--- config.mk ---
export PLATFORM = sky130hd
export DESIGN_NAME = mem_access_stage
export DESIGN_NICKNAME = d
export VERILOG_FILES = /design/src/rtl/mem_access_stage.sv
export SDC_FILE = /design/constraint.sdc
export NUM_CORES = 1
export LEC_CHECK = 0
export CORE_ASPECT_RATIO = 1.4
export CORE_UTILIZATION = 65
export CTS_BUF_LIST = sky130_fd_sc_hd__clkbuf_4
export DETAILED_ROUTE_END_ITERATION = 16
export DONT_BUFFER_PORTS = 1
export PLACE_DENSITY = 0.8
export SYNTH_ARGS = -nofsm -noshare
export SYNTH_HDL_FRONTEND = slang
export SYNTH_SLANG_ARGS = --single-unit
--- constraint.sdc ---
create_clock -name clk -period 3 [get_ports clk]
set_input_delay 0.15 -clock clk [delete_from_list [all_inputs] [get_ports clk]]
set_output_delay 0.15 -clock clk [all_outputs]
set_load 0.005 [all_outputs]
--- src/rtl/mem_access_stage.sv ---
// MEM stage: classifies ops, runs req/ack data-bus loads/stores, aligns/extends loads, registers MEM/WB.
// Latency 1 cycle for pass-through/illegal, >=2 for bus ops; stalls upstream until ack or timeout.
module mem_access_stage #(
   parameter int TIMEOUT_CYCLES = 255,
   parameter int REG_ADDR_W     = 5
) (
   input  logic                  clk,
   input  logic                  rst_n,
   input  logic                  in_valid,
   input  logic [3:0]            mem_read,
   input  logic [3:0]            mem_write,
   input  logic                  mem_sign_extend,
   input  logic [1:0]            mem_to_reg,
   input  logic                  reg_write,
   input  logic [REG_ADDR_W-1:0] rd,
   input  logic [31:0]           alu_result,
   input  logic [31:0]           store_data,
   input  logic [31:0]           pc_plus4,
   output logic                  stall,
   output logic                  dmem_req,
   output logic                  dmem_we,
   output logic [31:0]           dmem_addr,
   output logic [3:0]            dmem_be,
   output logic [31:0]           dmem_wdata,
   input  logic [31:0]           dmem_rdata,
   input  logic                  dmem_ack,
   output logic                  wb_valid,
   output logic                  wb_reg_write,
   output logic [REG_ADDR_W-1:0] wb_rd,
   output logic [31:0]           wb_data,
   output logic                  mem_err
);
   typedef enum logic {IDLE, BUS} state_t;
   localparam logic [7:0] TERM_CNT = 8'(TIMEOUT_CYCLES - 1);

   state_t                state, state_nxt;
   logic [7:0]            tmo_cnt;
   logic [1:0]            off_q;
   logic [3:0]            size_q;
   logic                  sign_q;
   logic                  rw_q;
   logic [REG_ADDR_W-1:0] rd_q;

   logic [3:0]  size;
   logic        is_mem;
   logic        illegal;
   logic        accept;
   logic [31:0] lanes;
   logic [31:0] load_val;
   logic [31:0] pass_val;

   assign size   = mem_read | mem_write;
   assign is_mem = |size;
   assign accept = (state == IDLE) && in_valid && is_mem && !illegal;

   always_comb begin
      illegal = (|mem_read) && (|mem_write);
      case (size)
         4'b0001: begin end
         4'b0011: if (alu_result[0]) illegal = 1'b1;
         4'b1111: if (|alu_result[1:0]) illegal = 1'b1;
         default: illegal = 1'b1;
      endcase
   end

   always_comb begin
      case (mem_to_reg)
         2'b01:   pass_val = alu_result;
         2'b10:   pass_val = pc_plus4;
         default: pass_val = 32'h0;
      endcase
   end

   // Shift the addressed lanes down to bit 0, then extend from the access width.
   assign lanes = dmem_rdata >> {off_q, 3'b000};
   always_comb begin
      case (size_q)
         4'b0001: load_val = {{24{sign_q & lanes[7]}}, lanes[7:0]};
         4'b0011: load_val = {{16{sign_q & lanes[15]}}, lanes[15:0]};
         default: load_val = lanes;
      endcase
   end

   always_ff @(posedge clk or negedge rst_n) begin
      if (!rst_n) state <= IDLE;
      else        state <= state_nxt;
   end

   // Reset gates the Mealy stall so a held upstream mem op cannot keep it asserted.
   always_comb begin
      state_nxt = state;
      stall     = 1'b0;
      case (state)
         IDLE: begin
            if (accept) begin
               state_nxt = BUS;
               stall     = rst_n;
            end
         end
         BUS: begin
            stall = 1'b1;
            if (dmem_ack || tmo_cnt == TERM_CNT) state_nxt = IDLE;
         end
         default: state_nxt = IDLE;
      endcase
   end

   always_ff @(posedge clk or negedge rst_n) begin
      if (!rst_n) begin
         dmem_req     <= 1'b0;
         dmem_we      <= 1'b0;
         dmem_addr    <= 32'h0;
         dmem_be      <= 4'h0;
         dmem_wdata   <= 32'h0;
         wb_valid     <= 1'b0;
         wb_reg_write <= 1'b0;
         wb_rd        <= '0;
         wb_data      <= 32'h0;
         mem_err      <= 1'b0;
         tmo_cnt      <= 8'h0;
         off_q        <= 2'b00;
         size_q       <= 4'h0;
         sign_q       <= 1'b0;
         rw_q         <= 1'b0;
         rd_q         <= '0;
      end else begin
         wb_valid <= 1'b0;
         mem_err  <= 1'b0;
         if (state == IDLE) begin
            if (in_valid && !is_mem) begin
               wb_valid     <= 1'b1;
               wb_reg_write <= reg_write;
               wb_rd        <= rd;
               wb_data      <= pass_val;
            end else if (in_valid && illegal) begin
               wb_valid     <= 1'b1;
               wb_reg_write <= 1'b0;
               wb_rd        <= rd;
               wb_data      <= 32'h0;
               mem_err      <= 1'b1;
            end else if (accept) begin
               dmem_req   <= 1'b1;
               dmem_we    <= |mem_write;
               dmem_addr  <= {alu_result[31:2], 2'b00};
               dmem_be    <= size << alu_result[1:0];
               dmem_wdata <= store_data << {alu_result[1:0], 3'b000};
               tmo_cnt    <= 8'h0;
               off_q      <= alu_result[1:0];
               size_q     <= size;
               sign_q     <= mem_sign_extend;
               rw_q       <= reg_write;
               rd_q       <= rd;
            end
         end else if (dmem_ack) begin
            dmem_req     <= 1'b0;
            dmem_we      <= 1'b0;
            wb_valid     <= 1'b1;
            wb_reg_write <= rw_q & ~dmem_we;
            wb_rd        <= rd_q;
            wb_data      <= dmem_we ? 32'h0 : load_val;
         end else if (tmo_cnt == TERM_CNT) begin
            dmem_req     <= 1'b0;
            dmem_we      <= 1'b0;
            wb_valid     <= 1'b1;
            wb_reg_write <= 1'b0;
            wb_rd        <= rd_q;
            wb_data      <= 32'h0;
            mem_err      <= 1'b1;
         end else begin
            tmo_cnt <= tmo_cnt + 8'd1;
         end
      end
   end
endmodule

==> impl_metrics.yaml, run 1 <==
status:
  status: "finished, violations left"
  violations: "negative hold slack"
yosys:
  synthXorXnorAreaFrac_pct: 0.792
  synth_compound_area_share_pct: 18.3
  synth_fa_ha_area_share_pct: 0.755
  async_flop_share_pct: 100
  synth-seq-cells: 130
  synth_top_family_by_area: "compound AO/OA/AOI/OAI gates"
  yosysWarnings: 0
  synth.distinct_cells: 49
  synthSimpleGateAreaFrac_pct: 9.26
  synthesis.area_um2: 6630
  avgSynthCellArea_um2: 10.7
  synth_edf_count: 0
  synth_ff_type: "dfrtp_1"
  ys_seq_area_share_pct: 49.0
  synth_cells: 618
  muxShareOfSynthArea_pct: 17.8
final_layout:
  final_cell_mix: "130 x dfrtp_1, 126 x dlygate4sd3_1, 68 x mux2_2"
  fin_nets: 877
  final_common_cell: "dfrtp_1"
  area_growth_pct: 24.7
  fillers: 529
  drive_gt1_share_pct: 15.5
  fin_area_um2: 8270
timing:
  fin_skew_ns: 0.0255
  fin_crit_ns: 2.87
  rsz0062_at_grt: "false"
  setup_violations: 0
  whs_ns: -0.691
  worst_slew_pin_slew_ns: 1.36
  finalHoldViolations: 130
  setup-tns-final_ns: 0
  slew_viol_final: 0
  fin_crit_sh_pct: 95.5
  fmax_mhz: 349
  slew_headroom_pct: 9.36
floorplan:
  design.die.area_um2: 10600
  fp.coreArea_um2: 9900
  io_pins: 260
  rows: 43
  start_util_pct: 67.0
  dieHeight_um: 122
  die_w_um: 87.4
cts:
  numCtsBuffers: 17
  holdBufCountCts: 128
  cts_tree: "yes"
  clock-root-buffer: "clkbuf_4"
  worstSkewPairLatency_ns: 0.53
  clk_pin_slew_ns: 0.12
  htreeDepth: 4
  clock_sinks: 130
  clock_path_buffers: 2
critical_path:
  path_buf_inv: 3
  crit_fanout: 64
  end_kind: "flop"
  start_kind: "input pin"
  arrival_ns: 3.33
  critPathRequiredTime_ns: 3.46
  slowest_delay_ns: 0.82
  cpMostUsedCell: "dlygate4sd3_1"
  crit_type: "input pin to flop"
  crit_chain: "dlygate4sd3_1 -> nor2_1 -> o41ai_1 -> nand3_4 -> buf_4 -> o31ai_1 -> dlygate4sd3_1"
  critPathSlowestCell: "o41ai_1"
  crit_family: "buffers and inverters"
pwr:
  p_leak_nw: 3.91
  p_total_mw: 4.10
  powerDensity_nw_per_um2: 495
  ir_drop_mv: 0.464
drt:
  dr.pass1.iters: 7
  drc_errors: 0
  vias: 6136
  avgRoutedWirePerCell_um: 26.6
  first_iter_violations: 606
  drt-total-wl_um: 23400
  ant_nets: 0
  avgViaCountPerCell: 6.97
global_routing:
  grt_antenna_before_repair: 6
  first_global_vias: 6313
  grt.total_usage_pct: 46.4
  grt_overflow_total: 0
  grt_pass1_wl_um: 35600
  grt_max_degree: 132
placement:
  portBuffers: 0
  hpwl_um: 12900
  place_area_um2: 6660
  gp_congestion: 0.903
min_path:
  hp-class: "input pin to async pin"
job:
  maxCapViolCount: 0
==> cell type report <==
type,instances,area [µm²],share of cell area (%)
Antenna cell,8,20.0,0.242
Clock buffer,17,128,1.54
Clock inverter,15,164,1.98
Inverter,7,26.3,0.318
Multi-Input combinational cell,431,3140,38.0
Sequential cell,130,3250,39.3
Tap cell,135,169,2.04
Timing Repair Buffer,137,1370,16.5
==> sequential cells by signal, indices dropped and copies added, names as in the netlist <==
name,flops
mem_err,1
sign_q,1
dmem_be,4
dmem_addr,30
dmem_wdata,32
wb_reg_write,1
wb_data,32
tmo_cnt,8
size_q,4
dmem_req,1
rw_q,1
state,1
off_q,2
wb_rd,5
dmem_we,1
rd_q,5
wb_valid,1
==> stage by stage <==
| step | utilization [%] | cells | setup slack (ns) |
|---|---|---|---|
| after floorplan | - | 619 | 1.00 |
| final | 83.6 | 880 | 0.134 |
| after global routing | 83.4 | 875 | 0.0387 |
| after detailed placement | 67.2 | 712 | 0.633 |
| after CTS | 83.3 | 872 | 0.250 |
| after global placement | 67.2 | 712 | 0.699 |
==> path summary, 6_finish.rpt <==
| path | start | depth (start not counted) | slack, ns | endpoint |
|---|---|---|---|---|
| worst max register to register | state | 6 | 0.19 | wb_data[30] |
| worst min-delay path | rst_n | 0 | -0.69 | dmem_addr[14] |
| min in group clk | alu_result[0] | 3 | 0.01 | dmem_wdata[29] |
| max in group asynchronous | rst_n | 0 | 3.47 | wb_rd[3] |
| worst max-delay path | mem_write[2] | 7 | 0.13 | dmem_wdata[12] |
| worst min register to register | size_q[0] | 1 | 0.48 | size_q[0] |
==> power breakdown <==
group / switching (mW) / internal, mW
clock: 0.676 / 0.571
combinational: 0.368 / 0.367
sequential: 0.177 / 1.94
total: 1.22 / 2.88
==> synthesized netlist by cell type, types with 15 or more instances <==
master,count,share of area (%)
a211o_1,23,3.0
a21oi_1,25,1.9
o2bb2ai_1,15,2.0
o21ai_0,33,2.5
nor2_1,33,1.9
a22oi_1,32,3.6
mux2_2,68,12
dfrtp_1,130,49
nand2_1,62,3.5
mux2i_1,35,5.3
o22ai_1,17,1.6
clkbuf_1,33,1.9
==> cells by family (layout without fill, tap and decap cells) <==
kind of cell,Yosys count,count (layout)
xor gates and xnor gates,6,6
other,1,10
AOI/OAI and AO/OA,175,175
adders and majority gates,4,4
and+or+nand+nor,136,136
muxes,108,108
buffers and inverters,58,176
DFF,130,130
==> per-layer routing <==
metal | GRT usage (%) | up-vias | part of all wire (%) | wire length (µm)
li1 | - | 2507 | - | -
met1 | 45.9 | 2936 | 31 | 7280
met2 | 74.3 | 532 | 49 | 11400
met3 | 21.2 | 161 | 11 | 2690
met4 | 36.3 | 0 | 8.8 | 2050
met5 | 1.01 | - | 0 | 0
==> repair_timing <==
| item | 4_1_cts | 5_1_grt |
|---|---|---|
| endpoints found under the hold margin | 247 | 130 |
| gates resized for setup | 0 | 1 |
| setup endpoints to repair | 0 | 2 |
| buffers inserted | 0 | 0 |
(Power assumes the default switching activity.)
==> inputs of run 2 (changes only) <==
--- a/config.mk
+++ b/config.mk
@@ -5,6 +5,7 @@
 export SDC_FILE = /design/constraint.sdc
 export NUM_CORES = 1
 export LEC_CHECK = 0
+export ABC_AREA = 1
 export CORE_ASPECT_RATIO = 1.4
 export CORE_UTILIZATION = 65
 export CTS_BUF_LIST = sky130_fd_sc_hd__clkbuf_4
==> run 2 against run 1 <==
The flow still finishes with violations (negative hold slack). Sequential cell count did not move. Maximum frequency increased by 6.0%. Total power increased by 8.8%. Synthesized cell count is 63% higher. Clock power is essentially flat. Worst setup slack gained 0.16 ns. First-iteration DRC count up 33%. Core utilization decreased by 2.8 points. Via count is 25% higher. Critical endpoint is now dmem_wdata[4].
==> impl_metrics.yaml, run 2 <==
pwr:
  powerDensity_nw_per_um2: 508
  p_int_mw: 2.96
  pwr-share-clk_pct: 27.4
  ir_drop_mv: 0.317
  swShare_pct: 33.6
  p_sw_mw: 1.50
  share_comb_of_total_power_pct: 22.4
  p_leak_nw: 4.42
  seqPwrFrac_pct: 50.2
yosys:
  synth_commonest_cells: "359 x nand2_1, 130 x dfrtp_1, 111 x nand3_1"
  yosysMostFrequentCell: "nand2_1"
  avgSynthCellArea_um2: 7.20
  synth.distinct_cells: 34
  yosysWarnings: 0
  synthesis.area_um2: 7280
  yosys.area.top_type: "dfrtp_1"
  ys_seq_area_share_pct: 44.7
  synth_top_area_share_pct: 44.7
  synth_edf_count: 0
  synth_cells: 1010
  synth-seq-cells: 130
  yosys-top-cells-area: "dfrtp_1 45%, nand2_1 19%, nand3_1 7.6%"
  async_flop_share_pct: 100
  synth_ff_type: "dfrtp_1"
final_layout:
  multiInputGateArea_um2: 3390
  final_common_cell: "nand2_1"
  final_core_util_pct: 80.7
  area_growth_pct: 20.6
  fin_area_um2: 8770
  top_regs: "dmem_wdata: 32 flops, wb_data: 32 flops, dmem_addr: 30 flops"
  drive_gt1_share_pct: 6.37
  seq_area_um2: 3250
  fillers: 743
  fin_nets: 1255
  fin_cells: 1258
  final_cell_mix: "359 x nand2_1, 130 x dfrtp_1, 124 x dlygate4sd3_1"
critical_path:
  start_kind: "input pin"
  critPathRequiredTime_ns: 3.48
  crit_fanout: 33
  reg2reg_depth: 8
  r2r_start: "state"
  crit_type: "input pin to flop"
  regToRegSetupSlack_ns: 0.36
  arrival_ns: 3.18
  reg2reg_to: "wb_data[26]"
  end_kind: "flop"
placement:
  place_area_um2: 7180
  dp_cells: 1094
  gp_congestion: 0.935
  hpwl_um: 14300
  portBuffers: 0
floorplan:
  design.die.area_um2: 11600
  die_w_um: 91.4
  io_pins: 260
  rows: 45
  dieHeight_um: 127
  start_util_pct: 67.0
  fp.coreArea_um2: 10900
timing:
  slew_headroom_pct: 39.3
  setup_violations: 0
  finalHoldViolations: 130
  rsz0062_at_grt: "false"
  setup-tns-final_ns: 0
  fmax_mhz: 370
  fin_crit_sh_pct: 90.1
  worst_slew_pin_slew_ns: 0.909
  fin_crit_ns: 2.70
  slew_viol_final: 0
  whs_ns: -0.698
  fin_skew_ns: 0.0196
drt:
  wl_met1_um: 8440
  first_iter_violations: 805
  avgRoutedWirePerCell_um: 19.5
  drt-total-wl_um: 24500
  dr.pass1.iters: 5
  wl_met2_um: 11900
  routed.top_layer: "met4"
  avgViaCountPerCell: 6.12
  wl_met3_um: 2530
  ant_nets: 0
  vias: 7699
  drc_errors: 0
global_routing:
  first_global_vias: 7306
  grt.total_usage_pct: 41.3
  grt_overflow_total: 0
  grt_antenna_before_repair: 3
  grt_max_degree: 132
  grt_pass1_wl_um: 37000
cts:
  htreeDepth: 4
  clock_sinks: 130
  clock-root-buffer: "clkbuf_4"
  holdBufCountCts: 125
  numCtsBuffers: 17
  cts_tree: "yes"
  clock_path_buffers: 2
  worstSkewPairLatency_ns: 0.52
  ctsResizeCount: 0
  clk_pin_slew_ns: 0.12
status:
  violations: "negative hold slack"
  status: "finished, violations left"
min_path:
  hp-class: "input pin to async pin"
job:
  maxCapViolCount: 0
==> run 2: cell types whose count changed after synthesis, sizes merged, moves of 32 or more <==
cell   delta
a22oi    -32
inv      +68
mux2     -72
mux2i    -34
nand2   +303
nand3   +104
o21ai    +88
==> run 2: final cells by class <==
| cell class | count | area share, % |
|---|---|---|
| flip-flops and latches | 130 | 37.1 |
| multi-input cells | 738 | 38.6 |
| clock buffers | 19 | 1.63 |
| well taps | 141 | 2.01 |
| clock inverters | 12 | 1.60 |
| diodes | 3 | 0.0856 |
| inverters | 75 | 3.21 |
| repair buffers | 140 | 15.8 |
==> run 2: cells by family after synthesis <==
logic type | synth area share, %
AO/OA/AOI/OAI | 13.5
XOR/XNOR | 0.722
adder cells (fa/ha/maj) | 0.688
buffers and inverters | 8.80
flip-flops | 44.7
multiplexers | 0.138
other | 0.0515
AND/OR/NAND/NOR | 31.4
==> run 2: critical path: stages <==
cell	delay, ns
dlygate4sd3_1	0.61
nor2_2	0.05
dlygate4sd3_1	0.61
inv_2	0.11
nand2_1	0.09
nor2_4	0.15
nand3_4	0.33
nor2_4	0.32
nand2_1	0.09
dlygate4sd3_1	0.58
nand2_1	0.07
==> run 2: how the worst max path moves through the flow <==
stage | start | end | slack, ns | cells past startpoint
3_5_place_dp | state | dmem_be[0] | 0.85 | 7
2_1_floorplan | off_q[0] | wb_data[22] | 1.54 | 8
5_1_grt | state | wb_data[26] | 0.14 | 8
3_3_place_gp | state | dmem_be[0] | 0.91 | 7
6_report | mem_write[0] | dmem_wdata[4] | 0.30 | 11
4_1_cts | mem_write[0] | wb_data[3] | 0.14 | 10
==> run 2: timing repair <==
| action | in CTS | in global routing |
|---|---|---|
| endpoints found under the setup margin | 0 | 9 |
| buffers inserted | 0 | 5 |
| endpoints found under the hold margin | 247 | 130 |
==> run 2: routing by layer <==
layer / global-route usage, % / up-vias
li1: - / 3437
met1: 47.3 / 3525
met2: 67.2 / 568
met3: 11.0 / 169
met4: 29.1 / 0
met5: 0 / -
==> run 2: metrics by stage <==
step	setup WS (ns)	power, mW
floorplan	1.54	2.86
global placement	0.907	3.03
detailed placement	0.852	3.06
CTS	0.144	4.39
global route	0.138	4.66
finish	0.297	4.46
==> run 2: power groups by stage <==
stage	Sequential [mW]	Combinational (mW)	Clock, mW
after floorplan	2.17	0.690	0
after global placement	2.25	0.779	0
after detailed placement	2.25	0.806	0
after CTS	2.22	0.947	1.22
after global routing	2.25	1.10	1.31
final	2.24	1.00	1.22
==> inputs of run 3 (changes only) <==
--- a/config.mk
+++ b/config.mk
@@ -6,12 +6,15 @@
 export NUM_CORES = 1
 export LEC_CHECK = 0
 export ABC_AREA = 1
+export CAP_MARGIN = 20
+export CELL_PAD_IN_SITES_DETAIL_PLACEMENT = 1
+export CELL_PAD_IN_SITES_GLOBAL_PLACEMENT = 1
 export CORE_ASPECT_RATIO = 1.4
-export CORE_UTILIZATION = 65
+export CORE_UTILIZATION = 50
 export CTS_BUF_LIST = sky130_fd_sc_hd__clkbuf_4
 export DETAILED_ROUTE_END_ITERATION = 16
 export DONT_BUFFER_PORTS = 1
-export PLACE_DENSITY = 0.8
+export PLACE_DENSITY = 0.87
 export SYNTH_ARGS = -nofsm -noshare
 export SYNTH_HDL_FRONTEND = slang
 export SYNTH_SLANG_ARGS = --single-unit
==> run 3 against run 2 <==
Sequential cell count is the same. The flow finishes with violations (negative setup slack). Global-route usage grew 5.4 points. Largest cell class unchanged. Combinational power grew 30%. Critical path type is now input pin to primary output. Non-clock buffer count grew 30.
==> impl_metrics.yaml, run 3 (synthesis gave the netlist of run 2 again) <==
status:
  status: "finished, violations left"
  violations: "negative setup slack"
cts:
  worstSkewPairLatency_ns: 0.60
  cts_tree: "yes"
  clock_sinks: 130
  numCtsBuffers: 17
  clk_pin_slew_ns: 0.16
  clock_path_buffers: 2
  clock-root-buffer: "clkbuf_4"
  htreeDepth: 4
global_routing:
  grt_overflow_total: 0
  grt.total_usage_pct: 46.8
  met3_usage_pct: 14.6
  gr-usage-met2_pct: 81.6
  first_global_vias: 9128
  use_met1_pct: 45.1
  grt_antenna_before_repair: 6
  grt_max_degree: 131
  grt_pass1_wl_um: 52400
  top_usage_layer: "met2"
critical_path:
  cpMostUsedCell: "nand2_1"
  arrival_ns: 2.98
  regToRegSetupSlack_ns: 0.07
  crit_start: "mem_write[1]"
  slowest_delay_ns: 0.62
  critPathSlowestCell: "dlygate4sd3_1"
  crit_end: "stall"
  crit_family: "buffers and inverters"
  path_buf_inv: 4
  crit_fanout: 35
  crit_type: "input pin to primary output"
  reg2reg_depth: 9
  end_kind: "primary output"
  start_kind: "input pin"
  crit_chain: "dlygate4sd3_1 -> nor2_4 -> dlygate4sd3_1 -> inv_2 -> nand2_1 -> nand2_1 -> nor2_4 -> nand3_4 -> buf_12 -> nand2_1 -> o21a_1"
  reg2reg_to: "wb_data[9]"
  critPathRequiredTime_ns: 2.85
  cp_num_cells: 11
  r2r_start: "state"
timing:
  worst_slew_pin_slew_ns: 0.980
  rsz0062_at_grt: "true"
  fin_skew_ns: 0.0318
  setup_violations: 1
  setup_ws_ns: -0.134
  slew_viol_final: 0
  finalHoldViolations: 0
  fmax_mhz: 319
  fin_crit_ns: 3.13
  slew_headroom_pct: 34.6
  fin_crit_sh_pct: 104
pwr:
  p_total_mw: 4.99
  ir_drop_mv: 0.289
  p_leak_nw: 4.54
  powerDensity_nw_per_um2: 543
placement:
  hpwl_um: 17200
  portBuffers: 0
  gp_congestion: 0.933
  dp_cells: 1139
drt:
  avgRoutedWirePerCell_um: 29.0
  drt-total-wl_um: 38900
  drc_errors: 0
  vias: 8911
  dr.pass1.iters: 7
  avgViaCountPerCell: 6.66
  ant_nets: 0
  first_iter_violations: 1106
final_layout:
  area_growth_pct: 26.2
  fin_nets: 1286
  fin_cells: 1338
  final_cell_mix: "359 x nand2_1, 145 x dlygate4sd3_1, 130 x dfrtp_1"
  top_regs: "dmem_wdata: 32 flops, wb_data: 32 flops, dmem_addr: 30 flops"
  drive_gt1_share_pct: 7.59
  final_common_cell: "nand2_1"
job:
  maxCapViolCount: 0
floorplan:
  fp.coreArea_um2: 14000
  rows: 51
  io_pins: 260
  dieHeight_um: 145
  die_w_um: 104
  start_util_pct: 51.8
  design.die.area_um2: 15000
min_path:
  hp-class: "input pin to flop"
  whs_path_depth: 4
[run 3: cell count changes in the layout (fill, tap and decap cells not counted), sizes merged]
cell / change
diode: +4
bufinv: -1
clkbuf: -1
nand3: +1
buf: +9
clkinv: -3
clkinvlp: +3
dlygate4sd3: +21
inv: +3
[run 3: report_power, final]
| group | internal (mW) | switching, mW |
|---|---|---|
| sequential | 2.00 | 0.318 |
| combinational | 0.427 | 0.870 |
| clock | 0.515 | 0.862 |
[run 3: timing repair]
| action | 4_1_cts | 5_1_grt |
|---|---|---|
| endpoints found under the hold margin | 249 | 0 |
| buffers inserted | 0 | 12 |
| hold buffers | 147 | 0 |
| resized for setup | 0 | 5 |
| endpoints found under the setup margin | 0 | 15 |
[run 3: layout make-up]
type / count / area, µm²
Clock inverter: 14 / 153
Clock buffer: 18 / 135
Sequential cell: 130 / 3250
Timing Repair Buffer: 170 / 1710
Tap cell: 185 / 231
Fill cell: 1760 / 4850
Multi-Input combinational cell: 739 / 3400
Inverter: 75 / 285
Antenna cell: 7 / 17.5
[run 3: stage by stage]
| stage | area (µm²) | setup slack (ns) | util [%] | TNS [ns] | hold slack [ns] |
|---|---|---|---|---|---|
| 3_3_place_gp | 7250 | 0.920 | 51.6 | 0 | -0.142 |
| 4_1_cts | 9030 | 0.0160 | 64.3 | 0 | 0.000371 |
| 6_report | 9180 | -0.134 | 65.4 | -0.134 | 0.0222 |
| 2_1_floorplan | 7280 | 1.54 | - | 0 | -0.146 |
| 3_5_place_dp | 7250 | 0.824 | 51.6 | 0 | -0.142 |
| 5_1_grt | 9180 | -0.135 | 65.4 | -0.347 | 0.0407 |
[run 3: worst min-delay path by stage]
stage,slack [ns],startpoint,endpoint
2_1_floorplan,-0.15,rst_n,dmem_addr[10]
3_3_place_gp,-0.14,rst_n,wb_data[6]
3_5_place_dp,-0.14,rst_n,wb_data[6]
4_1_cts,0.0004,dmem_rdata[30],wb_data[30]
5_1_grt,0.04,dmem_rdata[28],wb_data[28]
6_report,0.02,alu_result[0],dmem_wdata[18]
[run 3: worst register-to-register path, stage by stage, from the launching register on]
cell           delay [ns]
dfrtp_1              0.56
inv_1                0.13
buf_4                0.21
nor3_1               0.08
buf_4                0.20
inv_1                0.62
a21oi_1              0.11
a21oi_1              0.25
dlygate4sd3_1        0.62
nand2_1              0.07
[run 3: routing by layer]
layer | share of wire, % | wire [µm]
met1 | 31 | 12100
met2 | 48 | 18600
met5 | 0.033 | 13
met4 | 11 | 4140
met3 | 10 | 4020
